===== config.mk =====
export PLATFORM = sky130hd
export DESIGN_NAME = div_ctrl
export DESIGN_NICKNAME = d
export VERILOG_FILES = /design/src/rtl/div_ctrl_pkg.sv /design/src/rtl/div_ctrl.sv
export SDC_FILE = /design/constraint.sdc
export NUM_CORES = 1
export LEC_CHECK = 0
export BUFFER_PORTS_ARGS = -buffer_cell sky130_fd_sc_hd__buf_2
export CAP_MARGIN = 20
export CORE_ASPECT_RATIO = 0.8
export CORE_MARGIN = 8
export CORE_UTILIZATION = 45
export DETAILED_ROUTE_END_ITERATION = 12
export HOLD_SLACK_MARGIN = 0.1
export PLACE_DENSITY_LB_ADDON = 0.15
export SYNTH_ARGS = -nofsm -noshare
export SYNTH_HDL_FRONTEND = slang
export SYNTH_SLANG_ARGS = --single-unit

===== constraint.sdc =====
create_clock -name clock -period 7.69 [get_ports clock]
set_clock_uncertainty 0.15 [all_clocks]
set_input_delay 1.1535 -clock clock [delete_from_list [all_inputs] [get_ports clock]]
set_output_delay 1.1535 -clock clock [all_outputs]
set_load 0.005 [all_outputs]

===== src/rtl/div_ctrl_pkg.sv =====
// Shared definitions for the iterative divider: FSM encodings, result
// status levels and default widths.
package div_ctrl_pkg;

    // Default operand width; the result bus is twice this.
    localparam int DIV_DATA_WIDTH = 32;
    // Iteration counter width; must be able to hold DIV_DATA_WIDTH.
    localparam int DIV_CNT_WIDTH  = 6;

    // Divider FSM states (2-bit encodings).
    typedef enum logic [1:0] {
        DIV_FREE    = 2'b00,
        DIV_BY_ZERO = 2'b01,
        DIV_ON      = 2'b10,
        DIV_END     = 2'b11
    } div_state_e;

    // Result status levels driven on ready.
    localparam logic DIV_RESULT_READY     = 1'b1;
    localparam logic DIV_RESULT_NOT_READY = 1'b0;

    // Request levels on start.
    localparam logic DIV_START = 1'b1;
    localparam logic DIV_STOP  = 1'b0;

endpackage : div_ctrl_pkg


===== src/rtl/div_ctrl.sv =====
// Iterative restoring divider for DIV/DIVU. One quotient bit is produced per
// cycle; signed operation divides magnitudes and fixes signs at the end.
// Result is {remainder, quotient} held while start stays high.
module div_ctrl
    import div_ctrl_pkg::*;
#(
    parameter int DATA_WIDTH = DIV_DATA_WIDTH,
    parameter int CNT_WIDTH  = DIV_CNT_WIDTH
) (
    input  logic                      clock,
    input  logic                      reset,
    input  logic                      signed_div,
    input  logic [DATA_WIDTH-1:0]     operand1,
    input  logic [DATA_WIDTH-1:0]     operand2,
    input  logic                      start,
    input  logic                      annul,
    output logic [2*DATA_WIDTH-1:0]   result,
    output logic                      ready
);

    localparam int DW = DATA_WIDTH;
    localparam logic [DW-1:0]        ONE_W    = {{(DW-1){1'b0}}, 1'b1};
    localparam logic [DW-1:0]        ZERO_W   = {DW{1'b0}};
    localparam logic [2*DW:0]        ZERO_DVD = {(2*DW+1){1'b0}};
    localparam logic [2*DW-1:0]      ZERO_RES = {(2*DW){1'b0}};
    localparam logic [CNT_WIDTH-1:0] ZERO_CNT = {CNT_WIDTH{1'b0}};
    localparam logic [CNT_WIDTH-1:0] ONE_CNT  = {{(CNT_WIDTH-1){1'b0}}, 1'b1};
    localparam logic [CNT_WIDTH-1:0] LAST_CNT = CNT_WIDTH'(DW - 1);

    // Registered state
    div_state_e              r_state;
    logic [CNT_WIDTH-1:0]    r_cnt;
    logic [2*DW:0]           r_dividend;
    logic [DW-1:0]           r_divisor;
    logic                    r_signed;
    logic                    r_sign1;
    logic                    r_sign2;
    logic [2*DW-1:0]         r_result;
    logic                    r_ready;

    // Next-state values
    div_state_e              w_state_nxt;
    logic [CNT_WIDTH-1:0]    w_cnt_nxt;
    logic [2*DW:0]           w_dividend_nxt;
    logic [DW-1:0]           w_divisor_nxt;
    logic                    w_signed_nxt;
    logic                    w_sign1_nxt;
    logic                    w_sign2_nxt;
    logic [2*DW-1:0]         w_result_nxt;
    logic                    w_ready_nxt;

    // Datapath helpers
    logic [DW-1:0]           w_abs1;
    logic [DW-1:0]           w_abs2;
    logic [DW:0]             w_diff;
    logic [DW-1:0]           w_quo_raw;
    logic [DW-1:0]           w_rem_raw;
    logic [DW-1:0]           w_quo_fix;
    logic [DW-1:0]           w_rem_fix;

    // Operand magnitudes; negation only applies to signed requests.
    always_comb begin
        w_abs1 = operand1;
        w_abs2 = operand2;
        if (signed_div && operand1[DW-1]) begin
            w_abs1 = (~operand1) + ONE_W;
        end else begin
            w_abs1 = operand1;
        end
        if (signed_div && operand2[DW-1]) begin
            w_abs2 = (~operand2) + ONE_W;
        end else begin
            w_abs2 = operand2;
        end
    end

    // Trial subtraction of the divisor from the upper partial remainder;
    // bit DW set means the divisor did not fit.
    assign w_diff = {1'b0, r_dividend[2*DW-1:DW]} - {1'b0, r_divisor};

    // Raw quotient/remainder as they sit in the shift register at the end.
    assign w_quo_raw = r_dividend[DW-1:0];
    assign w_rem_raw = r_dividend[2*DW:DW+1];

    // Sign correction: quotient follows sign1^sign2, remainder follows the dividend.
    always_comb begin
        w_quo_fix = w_quo_raw;
        w_rem_fix = w_rem_raw;
        if (r_signed && (r_sign1 ^ r_sign2)) begin
            w_quo_fix = (~w_quo_raw) + ONE_W;
        end else begin
            w_quo_fix = w_quo_raw;
        end
        if (r_signed && r_sign1) begin
            w_rem_fix = (~w_rem_raw) + ONE_W;
        end else begin
            w_rem_fix = w_rem_raw;
        end
    end

    // FSM next-state and datapath next-value logic.
    always_comb begin
        w_state_nxt    = r_state;
        w_cnt_nxt      = r_cnt;
        w_dividend_nxt = r_dividend;
        w_divisor_nxt  = r_divisor;
        w_signed_nxt   = r_signed;
        w_sign1_nxt    = r_sign1;
        w_sign2_nxt    = r_sign2;
        w_result_nxt   = r_result;
        w_ready_nxt    = r_ready;

        case (r_state)
            DIV_FREE: begin
                w_result_nxt = ZERO_RES;
                w_ready_nxt  = DIV_RESULT_NOT_READY;
                if ((start == DIV_START) && !annul) begin
                    w_signed_nxt  = signed_div;
                    w_sign1_nxt   = operand1[DW-1];
                    w_sign2_nxt   = operand2[DW-1];
                    w_divisor_nxt = w_abs2;
                    if (operand2 == ZERO_W) begin
                        w_state_nxt = DIV_BY_ZERO;
                    end else begin
                        w_state_nxt    = DIV_ON;
                        w_cnt_nxt      = ZERO_CNT;
                        w_dividend_nxt = {ZERO_W, w_abs1, 1'b0};
                    end
                end else begin
                    w_state_nxt = DIV_FREE;
                end
            end

            DIV_BY_ZERO: begin
                if (annul) begin
                    w_state_nxt  = DIV_FREE;
                    w_ready_nxt  = DIV_RESULT_NOT_READY;
                    w_result_nxt = ZERO_RES;
                end else begin
                    w_dividend_nxt = ZERO_DVD;
                    w_state_nxt    = DIV_END;
                end
            end

            DIV_ON: begin
                if (annul) begin
                    w_state_nxt  = DIV_FREE;
                    w_ready_nxt  = DIV_RESULT_NOT_READY;
                    w_result_nxt = ZERO_RES;
                end else begin
                    if (w_diff[DW]) begin
                        w_dividend_nxt = {r_dividend[2*DW-1:0], 1'b0};
                    end else begin
                        w_dividend_nxt = {w_diff[DW-1:0], r_dividend[DW-1:0], 1'b1};
                    end
                    w_cnt_nxt = r_cnt + ONE_CNT;
                    if (r_cnt == LAST_CNT) begin
                        w_state_nxt = DIV_END;
                    end else begin
                        w_state_nxt = DIV_ON;
                    end
                end
            end

            DIV_END: begin
                if (annul) begin
                    w_state_nxt  = DIV_FREE;
                    w_ready_nxt  = DIV_RESULT_NOT_READY;
                    w_result_nxt = ZERO_RES;
                end else if (start == DIV_START) begin
                    w_result_nxt = {w_rem_fix, w_quo_fix};
                    w_ready_nxt  = DIV_RESULT_READY;
                end else begin
                    w_state_nxt  = DIV_FREE;
                    w_ready_nxt  = DIV_RESULT_NOT_READY;
                    w_result_nxt = ZERO_RES;
                end
            end

            default: begin
                w_state_nxt  = DIV_FREE;
                w_ready_nxt  = DIV_RESULT_NOT_READY;
                w_result_nxt = ZERO_RES;
            end
        endcase
    end

    // State and datapath registers; asynchronous reset clears everything.
    always_ff @(posedge clock or posedge reset) begin
        if (reset) begin
            r_state    <= DIV_FREE;
            r_cnt      <= ZERO_CNT;
            r_dividend <= ZERO_DVD;
            r_divisor  <= ZERO_W;
            r_signed   <= 1'b0;
            r_sign1    <= 1'b0;
            r_sign2    <= 1'b0;
            r_result   <= ZERO_RES;
            r_ready    <= DIV_RESULT_NOT_READY;
        end else begin
            r_state    <= w_state_nxt;
            r_cnt      <= w_cnt_nxt;
            r_dividend <= w_dividend_nxt;
            r_divisor  <= w_divisor_nxt;
            r_signed   <= w_signed_nxt;
            r_sign1    <= w_sign1_nxt;
            r_sign2    <= w_sign2_nxt;
            r_result   <= w_result_nxt;
            r_ready    <= w_ready_nxt;
        end
    end

    assign result = r_result;
    assign ready  = r_ready;

endmodule : div_ctrl


==> impl.org, run 1 <==
** STA
- The max-slew violation count is 0.
- The number of failing hold endpoints at the final stage was 0.
- Hold timing on the final database bottoms out at a slack of 323.6 ps.
- Max Freq :: 221.7 MHz
- The worst path in the final design needs a cycle of 4510 ps, including I/O delays and setup.
- Finish-stage setup viols :: 0
- Measured against its own limit, the worst slew margin works out to 30.01%.
- Across all setup checks in the final design, the least slack found is 3180 ps.
- For the pin with the worst max-slew slack, the measured transition is 1050 ps.
- Share of the cycle needed by the critical path after routing :: 58.65%
- After routing, the total negative slack on setup checks comes to 0 ps.
- Unrepaired setup endpoints after global routing :: no

** Global routing
- After global routing the overflow that remains totals 0.
- Entering global routing, the biggest net connects 114 pins.
- The first global-routing pass estimated 49.34 mm of wire.
- Total routing usage reported by global routing :: 20.09%
- Antenna violations before repair :: 1
- Vias in the first global route :: 9,278

** Cells and area
- With fillers left out, the area of the finished cells amounts to 0.01270 mm2.
- The post-route netlist has 13.19% of its cells at a drive strength greater than 1.
- Growth of design area from synthesis to finish :: 14.26%
- 0 antenna diodes ended up in the layout.
- At the end of the flow, the number of nets in the layout was 1,541.

** Pwr
- Power density over the cells :: 202.5 mW/mm2
- Worst VDD drop :: 0.0001808 V
- For this design the static power due to leakage is 5.922 nW.

** Worst hold path
- Kind of path behind the tightest hold check :: reg2reg

** Critical path
- The worst setup path is launched from a primary input.
- STA classifies the critical path endpoint as a flip-flop.
- Worst Path Max Fanout :: 58
- STA puts the critical path data required time at 7880 ps.
- For this run, the slowest stage of the critical path takes 590 ps.
- The setup path with the least slack is of type in2reg.
- Traced cell by cell, the critical path runs through buf_2 > or4_4 > nor4_4 > nand3_2 > or3_1 > or3_4 > a21oi_2 > or2_2 > buf_4 > nand2_1 > o21ai_1.
- Crit path DAT :: 4700 ps
- Family with the most delay on the worst path :: simple AND/OR/NAND/NOR gates
- The number of buffers and inverters on the critical path is 2.
- On the critical path, the stage with the largest delay is an instance of sky130_fd_sc_hd__buf_4.

** Die
- The floorplan has 51 rows.
- Number of primary I/O pins :: 134
- The die covers 0.03001 mm2.
- Vert. Die Dim :: 156.6 um
- Starting Density :: 45.71%
- In this run the horizontal extent of the chip is 191.7 um.
- The region available for standard cell placement spans 0.02431 mm2.

** Clock network
- Post-CTS repair changed the size of 0 cells.
- TritonCTS built the clock tree.
- The clock net in this run drives a total of 173 sinks.
- The number of setup buffers added after CTS is 0.
- Clock-pin transition on the worst setup and hold timing paths :: 70 ps
- Quantity of hold-fixing buffers added after cts :: 0
- Clock tree synthesis inserted a total of 17 buffers.
- Clk Latency, worst-skew pair :: 430 ps
- Clock tree synthesis selected as its root buffer the cell sky130_fd_sc_hd__clkbuf_16.
- In this run the number of H-tree levels came out at 4.
- Maximum clock path buffer count :: 2

** Route
- After detailed routing, the number of vias per cell comes to 5.440.
- After the first detailed-routing iteration, the DRC count stood at 651.
- Wire per inst :: 16.88 um
- In the routed design, unresolved DRC markers number 0.
- Count of vias placed by the detailed router :: 9,569
- The first detailed-routing pass took 5 iterations.
- Post-route antenna net violation count :: 0
- For this block, the routed nets add up to 29.70 mm of wire.

** Yosys
- Dividing the synthesized area by the synthesized cell count gives 8.375 um2.
- Syn Nets :: 1,440
- Yosys mapped a number of flops with a built-in enable equal to 0.
- The synthesized netlist occupies a cell area of 0.01111 mm2.
- After technology mapping, the gate count stands at 1,327.
- Yosys reg bits :: 173
- The synthesized netlist contains 60 unique library cells.
- Counting flops with an async set or reset pin after synthesis yields a share of 100.0%.
- The Yosys step of the flow raised 0 warnings.
- Register area share after synthesis :: 38.96%
- The most used flip-flop cell after synthesis is sky130_fd_sc_hd__dfrtp_1.

** Place
- At the placement stage, the worst setup path has a slack of 2760 ps.
- The wire-length estimate of the detail-placed layout is 21.96 mm.
- Number of I/O port buffers :: 133
- Final estimated routing congestion in global placement :: 0.8645
- Placed standard-cell area :: 0.01199 mm2

** Status
- Status :: completed

** Flow run
- Max-cap violations in this run came to 0.
-- final timing paths --
path / to / start / slack [ps] / depth (start not counted)
worst max-delay path: r_dividend[2] / operand2[6] / 3180 / 11
worst min-delay path: result[17] / result[17] / 320 / 2
worst max register to register: r_dividend[39] / r_dividend[41] / 4000 / 12
worst min register to register: result[17] / result[17] / 320 / 2
max in group asynchronous: r_dividend[60] / reset / 5320 / 4
min in group asynchronous: r_dividend[29] / reset / 500 / 2
-- tightest hold or removal path, cell delays in order, from the launching register on --
cell	delay, ps
sky130_fd_sc_hd__dfrtp_1	340
sky130_fd_sc_hd__nand2_1	40
sky130_fd_sc_hd__o21ai_0	60
-- cell usage in the layout (no fill, tap or decap), drive strengths merged, types with 6 or more instances in the layout --
cell    instances
a32oi           6
and3            7
or3             6
a31oi          10
nor2b           9
nand2b         14
and2           11
a22oi          26
o21a            7
o31ai          18
nor2           81
or4             8
nand2         206
a22o            7
nor3           29
inv            62
buf           143
dfrtp         173
mux2i          10
nor4           14
xnor2          73
xor2           72
clkbuf         18
a21o           19
nand3          16
ha             43
o41ai          12
o21ai         196
a21oi          90
-- logic make-up (layout without fill, tap and decap cells) --
kind of cell	Yosys count	in the layout	share of synthesized area, %
compound gates	417	417	22.04
simple gates	418	418	17.09
xor+xnor	145	145	11.43
flops	173	173	38.96
fa+ha+maj	44	44	5.021
buf+inv	117	231	4.256
mux	13	13	1.205
-- stage by stage --
step,utilization (%),total power [mW],instances
floorplan,-,1.456,1327
global placement,49.32,1.596,1725
detailed placement,49.32,1.605,1725
CTS,52.04,2.588,1757
global route,52.23,2.711,1759
finish,52.23,2.571,1759
-- registers in the layout, summed over array words and instances, names as in the netlist --
name and cells:
r_signed 1, r_divisor 32, r_dividend 65, ready 1
r_sign2 1, result 64, r_state 2, r_cnt 6
r_sign1 1
-- layout make-up --
cell class / count / area (um2)
clock inverters: 14 / 231.5
well taps: 318 / 397.9
inverters: 56 / 215.2
multi-input cells: 1037 / 6322
fillers: 2320 / 11610
flip-flops and latches: 173 / 4329
clock buffers: 18 / 429.2
repair buffers: 143 / 773.2
-- power breakdown --
group	switching, mW	internal, mW	total [mW]	leakage (nW)
Sequential	0.0754	0.977	1.05	2.31
Combinational	0.324	0.217	0.540	3.29
Clock	0.392	0.587	0.979	0.322
-- layer usage --
metal / GRT usage, % / part of all wire [%]
met1: 31.09 / 53
met2: 28.49 / 40
met3: 3.625 / 6.0
met4: 4.025 / 0.59
met5: 0 / 0.027
-- Yosys cell counts, drive strengths merged (11+ instances only) --
master | number | area share, %
buf | 12 | 0.68
xnor2 | 73 | 5.8
o31ai | 18 | 1.2
nor3 | 29 | 1.3
clkbuf | 49 | 1.7
o21ai | 196 | 8.8
xor2 | 72 | 5.7
a21oi | 90 | 4.1
a21o | 19 | 1.3
nand3 | 16 | 0.77
nor4 | 14 | 0.92
and2 | 11 | 0.62
dfrtp | 173 | 39
nand2 | 206 | 7.0
o41ai | 12 | 0.95
a22oi | 26 | 1.8
nor2 | 81 | 2.7
nand2b | 14 | 0.79
inv | 56 | 1.9
ha | 43 | 4.8
No activity file was read; power rests on OpenSTA's default activity.
==> run 2, diff against run 1 <==
==> constraint.sdc (replaced) <==
create_clock -name clock -period 4 [get_ports clock]
set_clock_uncertainty 0.15 [all_clocks]
set_input_delay 0.6 -clock clock [delete_from_list [all_inputs] [get_ports clock]]
set_output_delay 0.6 -clock clock [all_outputs]
set_load 0.005 [all_outputs]
==> run 2 against run 1 <==
Against the previous run:
- setup slack worse by 2600 ps
- cell area up 0.44%
- global-route usage down 0.20 points
- non-clock buffer count up 14
- via count up 1.7%
- total power up 86%
- sequential power up 92%
- combinational power up 94%
==> impl.org, run 2 (synthesis results as in run 1) <==
** Status
- The run finished with clean final reports.

** Global routing
- Vias in the first global route :: 9,133
- Global routing used 19.89% of the available tracks.
- The first global-routing pass estimated 48.80 mm of wire.
- Entering global routing, the biggest net connects 82 pins.
- The number of antenna violations at the first check in global routing is 1.
- Layer with the highest usage :: met1
- In the global route stage, met1 resource usage came out at 31.90%.
- Met2 capacity usage during global routing :: 27.05%
- Grt met3 use :: 3.492%
- After global routing the overflow that remains totals 0.

** Clock network
- Post-CTS Setup Bufs :: 0
- For this design, the sink count on the clock tree is 173.
- TritonCTS created 17 clock buffers.
- CTS H-tree lvls :: 4
- The number of hold buffers added after CTS was 0.
- TritonCTS built the clock tree.
- Counting along the longest clock path gives a buffer depth of 2.
- Clock-pin transition on the worst setup and hold timing paths :: 70 ps
- Gates resized during post-CTS repair numbered 0.
- Clk Latency, worst-skew pair :: 430 ps
- The tree is rooted in a sky130_fd_sc_hd__clkbuf_16.

** Route
- 1st-iter DRT viols :: 756
- First-pass iteration count of the detailed router :: 5
- Post-route antenna net violation count :: 0
- The routed design has 29.51 mm of wire.
- In the routed design, unresolved DRC markers number 0.
- Summing over every cut layer, the via total after detailed routing is 9,731.
- Vias per cell :: 5.488
- Wire per inst :: 16.64 um

** STA
- Finish-stage setup viols :: 0
- Unrepaired setup endpoints after global routing :: no
- Max Freq :: 289.0 MHz
- Final-report max-slew violation count :: 0
- Slew at the pin closest to its max-slew limit :: 1015 ps
- Share of the cycle needed by the critical path after routing :: 86.50%
- Smallest setup slack after layout :: 540.1 ps
- The number of failing hold endpoints at the final stage came to 0.
- Counting I/O delays and the setup requirement, the final critical path takes 3460 ps.
- Normalized max-slew margin :: 32.32%
- In the final timing run, aggregate negative setup slack is 0 ps.

** Pwr
- Final Power :: 4.779 mW
- Static Leakage :: 5.957 nW
- Power density over the cells :: 374.7 mW/mm2
- Worst VDD drop :: 0.0003005 V

** Critical path
- The largest individual stage delay along the critical path comes from the cell sky130_fd_sc_hd__dfrtp_1.
- In this design, the stage delay of the slowest critical-path cell is 390 ps.
- Req. time, crit path :: 4210 ps
- Worst setup SP type :: flip-flop
- The critical path is of the reg2reg type.
- Endpoint kind of the worst setup timing path :: flip-flop
- The cell family contributing the most delay on the critical path is compound AO/OA/AOI/OAI gates.
- Crit path buffers/inverters :: 2
- Worst Path Max Fanout :: 34
- Crit path DAT :: 3670 ps
- The signal on the critical path passes through inv_1 > ha_1 > fa_1 > nor2b_1 > o21ba_2 > o2111ai_1 > a31oi_1 > o21ai_0 > o2111ai_1 > nand2_1 > buf_4 > or3_1 > nand2_1.

** Die
- The die is 191.7 um wide.
- Number of primary I/O pins :: 134
- From bottom edge to top edge, the die measures 156.6 um.
- Area of the core region :: 0.02431 mm2
- The initial utilization of the core area, before any placement, comes to 45.71%.
- The floorplan has 51 rows.
- Die area :: 0.03001 mm2

** Flow run
- Across the run, the number of max-cap violations was 0.

** Place
- Number of I/O port buffers :: 133
- Prior to clock tree synthesis, the placed netlist has a worst setup slack of 245.7 ps.
- After detailed placement, the design holds a cell count of 1,740.
- Final estimated routing congestion in global placement :: 0.8511
- Estimated wirelength of the detail-placed design :: 22.33 mm
- Placed standard-cell area :: 0.01214 mm2

** Cells and area
- Fraction of layout instances using a drive strength above 1 :: 14.02%
- Final net count :: 1,555
- The register with the most flip-flops in the layout has 65 of them.
- Non-filler instance count after layout :: 1,773
- Most common library cell in the layout ignoring fill and taps :: sky130_fd_sc_hd__nand2_1
- Final std cell area, no fill :: 0.01275 mm2
- Counting flops per register, the top entry is r_dividend.
- Commonest non-fill, non-tap cells in the layout :: sky130_fd_sc_hd__nand2_1 (205), sky130_fd_sc_hd__dfrtp_1 (173), sky130_fd_sc_hd__o21ai_0 (148)
- Count of antenna diodes in the layout :: 0
- Growth of design area from synthesis to finish :: 14.77%

** Worst hold path
- The tightest min-delay check is of the in2async type.
==> run 2: cell count changes in the layout (fill, tap and decap cells not counted), sizes merged <==
cell	before	now
clkbuf	18	19
buf	143	157
inv	62	61
bufinv	5	2
clkinvlp	0	3
==> run 2: path summary, 6_finish.rpt <==
path	slack [ps]	end	depth (start not counted)	from
setup / recovery	540	r_dividend[47]	13	r_dividend[32]
hold / removal	150	r_dividend[15]	2	reset
setup reg to reg	540	r_dividend[47]	13	r_dividend[32]
hold reg to reg	320	ready	2	ready
max in group asynchronous	2650	r_divisor[8]	3	reset
min in group clock	320	r_state[0]	2	annul
==> run 2: where the power goes <==
group / internal (mW) / total, mW / switching [mW]
Combinational: 0.426 / 1.05 / 0.627
Clock: 0.953 / 1.70 / 0.751
Sequential: 1.88 / 2.02 / 0.144
==> run 2: cell type report <==
| type | instances | area, um2 |
|---|---|---|
| clock buffers | 19 | 442.9 |
| clock inverters | 13 | 152.6 |
| fillers | 2362 | 11560 |
| inverters | 56 | 214.0 |
| multi-input cells | 1037 | 6322 |
| flip-flops and latches | 173 | 4329 |
| well taps | 318 | 397.9 |
| repair buffers | 157 | 895.9 |
==> run 2: per-layer routing <==
layer  part of all wire [%]  vias to the layer above
li1                       -                     4895
met1                     54                     4544
met2                     40                      279
met3                    6.1                       11
met4                   0.54                        2
met5                  0.027                        -
==> run 2: stage by stage <==
stage	util (%)	hold slack [ps]
4_1_cts	52.38	164.8
5_1_grt	52.46	194.3
3_3_place_gp	49.93	305.2
6_report	52.46	150.8
3_5_place_dp	49.93	314.1
2_1_floorplan	-	299.8
==> run 2: worst reg2reg max path, delay by kind of cell (launching register included) <==
family | cells | cell delay, ps
adder cells (fa/ha/maj) | 2 | 600
buffers and inverters | 2 | 340
AO/OA/AOI/OAI | 5 | 1110
AND/OR/NAND/NOR | 4 | 810
flip-flops | 1 | 390
==> run 3, diff against run 2 <==
--- a/config.mk
+++ b/config.mk
@@ -7,9 +7,8 @@
 export LEC_CHECK = 0
 export BUFFER_PORTS_ARGS = -buffer_cell sky130_fd_sc_hd__buf_2
 export CAP_MARGIN = 20
-export CORE_ASPECT_RATIO = 0.8
 export CORE_MARGIN = 8
-export CORE_UTILIZATION = 45
+export CORE_UTILIZATION = 42
 export DETAILED_ROUTE_END_ITERATION = 12
 export HOLD_SLACK_MARGIN = 0.1
 export PLACE_DENSITY_LB_ADDON = 0.15
==> run 3 against run 2 <==
Against the previous run:
- combinational power about the same
- cell area is 0.39% higher
- first-iteration DRC count down 6.2%
- setup slack lost 92 ps
- cell count rose by 0.68%
- sequential share of layout area is 0.13 points lower
- non-clock buffer count down 6
- critical path type unchanged
- highest routed layer is now met4
==> impl.org, run 3 (synthesis results as in run 1) <==
** Route
- The detailed router finished its first iteration with 709 violations.
- The routed design has 28.46 mm of wire.
- In the routed design, unresolved DRC markers number 0.
- Count of vias placed by the detailed router :: 9,498
- Wire per inst :: 15.94 um
- In the routed layout, each cell is associated on average with a via count of 5.321.
- For this run, the detailed router's first-pass iteration total came to 5.
- Post-route antenna net violation count :: 0

** Clock network
- Number of buffers created by CTS :: 17
- For this design, the CTS-stage hold fixing added 0 buffers.
- After clock tree synthesis, the clock-pin slew on the worst setup and hold paths is 70 ps.
- At the later pin of the worst-skew pair, clock insertion delay measures 430 ps.
- Maximum clock path buffer count :: 2
- Clock sink total :: 173
- Post-CTS Setup Bufs :: 0
- Gates resized during post-CTS repair numbered 0.
- CTS H-tree lvls :: 4
- CTS tree :: yes
- Clock tree synthesis selected as its root buffer the cell sky130_fd_sc_hd__clkbuf_16.

** Critical path
- The worst setup path is of the reg2reg kind.
- Req. time, crit path :: 4160 ps
- Grouping stages by cell kind, the critical path spends the most delay in compound AO/OA/AOI/OAI gates.
- Worst-path cell with the longest stage delay :: sky130_fd_sc_hd__dfrtp_1
- Largest stage delay, worst path :: 400 ps
- Worst setup SP type :: flip-flop
- The critical path contains buffers and inverters numbering 2 combined.
- Crit path DAT :: 3720 ps
- Traced cell by cell, the critical path runs through inv_1 > ha_1 > fa_1 > nor2b_1 > o21ba_2 > o2111ai_1 > a31oi_1 > o21ai_0 > o2111ai_1 > nand2_1 > buf_4 > nand2_1 > o21ai_0 > a22o_1.
- Endpoint kind of the worst setup timing path :: flip-flop
- Worst Path Max Fanout :: 19

** Place
- Final estimated routing congestion in global placement :: 0.8485
- Buffers placed on the I/O ports in this run total 133.
- Pre-CTS setup slack :: 267.9 ps
- Detailed placement finished with a half-perimeter wire length of 21.32 mm.

** Pwr
- Worst VDD drop :: 0.0003021 V
- The analysis attributes to cell leakage a power of 5.969 nW.
- Power density over the cells :: 386.4 mW/mm2

** Global routing
- Summed over all layers, the global routing overflow is 0.
- The number of antenna violations at the first check in global routing was 1.
- The number of global-route vias before repair is 9,251.
- Global routing consumed, over all layers together, 18.18% of the routing resources.
- Largest net degree at the start of global routing :: 174
- First-pass GRT wire length :: 47.41 mm

** Cells and area
- Flip-flop count of the largest register, all copies and words added :: 65
- More flip-flops sit in one register than any other, and that register is r_dividend.
- The library cells used most frequently in the layout, excluding fill and tap cells, are sky130_fd_sc_hd__nand2_1 (205), sky130_fd_sc_hd__dfrtp_1 (173), sky130_fd_sc_hd__o21ai_0 (148).
- Of the cells placed in the final design, the portion with a size suffix greater than 1 is 13.73%.
- Most common library cell in the layout ignoring fill and taps :: sky130_fd_sc_hd__nand2_1
- For this run, the post-layout net count is 1,549.
- Growth of design area from synthesis to finish :: 15.22%

** Die
- Starting Density :: 42.65%
- The core region is 0.02606 mm2.
- Vert. Die Dim :: 178.7 um
- Number of primary I/O pins :: 134
- From left edge to right edge, the die measures 178.7 um.
- Row count :: 59
- Die area :: 0.03192 mm2

** STA
- The number of failing hold endpoints at the final stage was 0.
- Finish-stage setup viols :: 0
- Smallest setup slack after layout :: 447.6 ps
- Normalized max-slew margin :: 31.84%
- Unrepaired setup endpoints after global routing :: no
- In the finished design, the share of the clock period the worst path needs comes to 88.81%.
- Minimum clock period :: 3552 ps
- Max Freq :: 281.5 MHz
- Slew at the pin closest to its max-slew limit :: 1022 ps
- Fin Setup TNS :: 0 ps
- Final-report max-slew violation count :: 0

** Flow run
- Across the run, the number of max-cap violations was 0.

** Worst hold path
- The min-delay analysis places its worst path in the category in2async.

** Status
- Status :: completed
-- run 3: routing by layer --
| layer | vias up | global-route usage (%) | share of wire, % |
|---|---|---|---|
| met5 | - | 0 | 0 |
| met4 | 0 | 5.270 | 1.8 |
| met3 | 28 | 2.570 | 4.1 |
| met2 | 217 | 28.58 | 45 |
| met1 | 4379 | 25.64 | 50 |
| li1 | 4874 | - | - |
-- run 3: metrics by stage --
step,hold WS [ps],cell area [um2],cells,utilization [%],power [mW]
2_1_floorplan,299.8,11120,1327,-,2.800
6_report,250.3,12800,1785,49.14,4.948
5_1_grt,314.2,12800,1785,49.14,5.228
4_1_cts,306.2,12800,1784,49.13,5.000
3_3_place_gp,306.8,12120,1752,46.52,3.062
3_5_place_dp,315.0,12120,1752,46.52,3.080
-- run 3: worst paths after layout --
check | startpoint | endpoint | slack [ps] | cells after the start
max | r_dividend[32] | r_dividend[57] | 450 | 14
min | reset | result[27] | 250 | 3
max reg2reg | r_dividend[32] | r_dividend[57] | 450 | 14
min reg2reg | result[23] | result[23] | 320 | 2
max in group asynchronous | reset | r_dividend[63] | 2670 | 3
min in group clock | operand1[31] | r_sign1 | 320 | 2
-- run 3: final cells by class --
type                            count  area (um2)
Fill cell                        2600       13250
Inverter                           56       214.0
Clock buffer                       18       439.2
Timing Repair Buffer              151       838.3
Tap cell                          335       419.2
Sequential cell                   173        4329
Clock inverter                     14       240.2
Antenna cell                        1       2.502
Multi-Input combinational cell   1037        6322
-- run 3: tightest hold or removal path, stage by stage --
cell and delay [ps]:
sky130_fd_sc_hd__buf_2 110, sky130_fd_sc_hd__clkinvlp_4 70, sky130_fd_sc_hd__buf_12 580
-- run 3: report_power, final --
part / switching, mW / internal, mW / leakage [nW]
Clock: 0.715 / 1.19 / 0.332
Combinational: 0.599 / 0.418 / 3.33
Sequential: 0.145 / 1.88 / 2.31
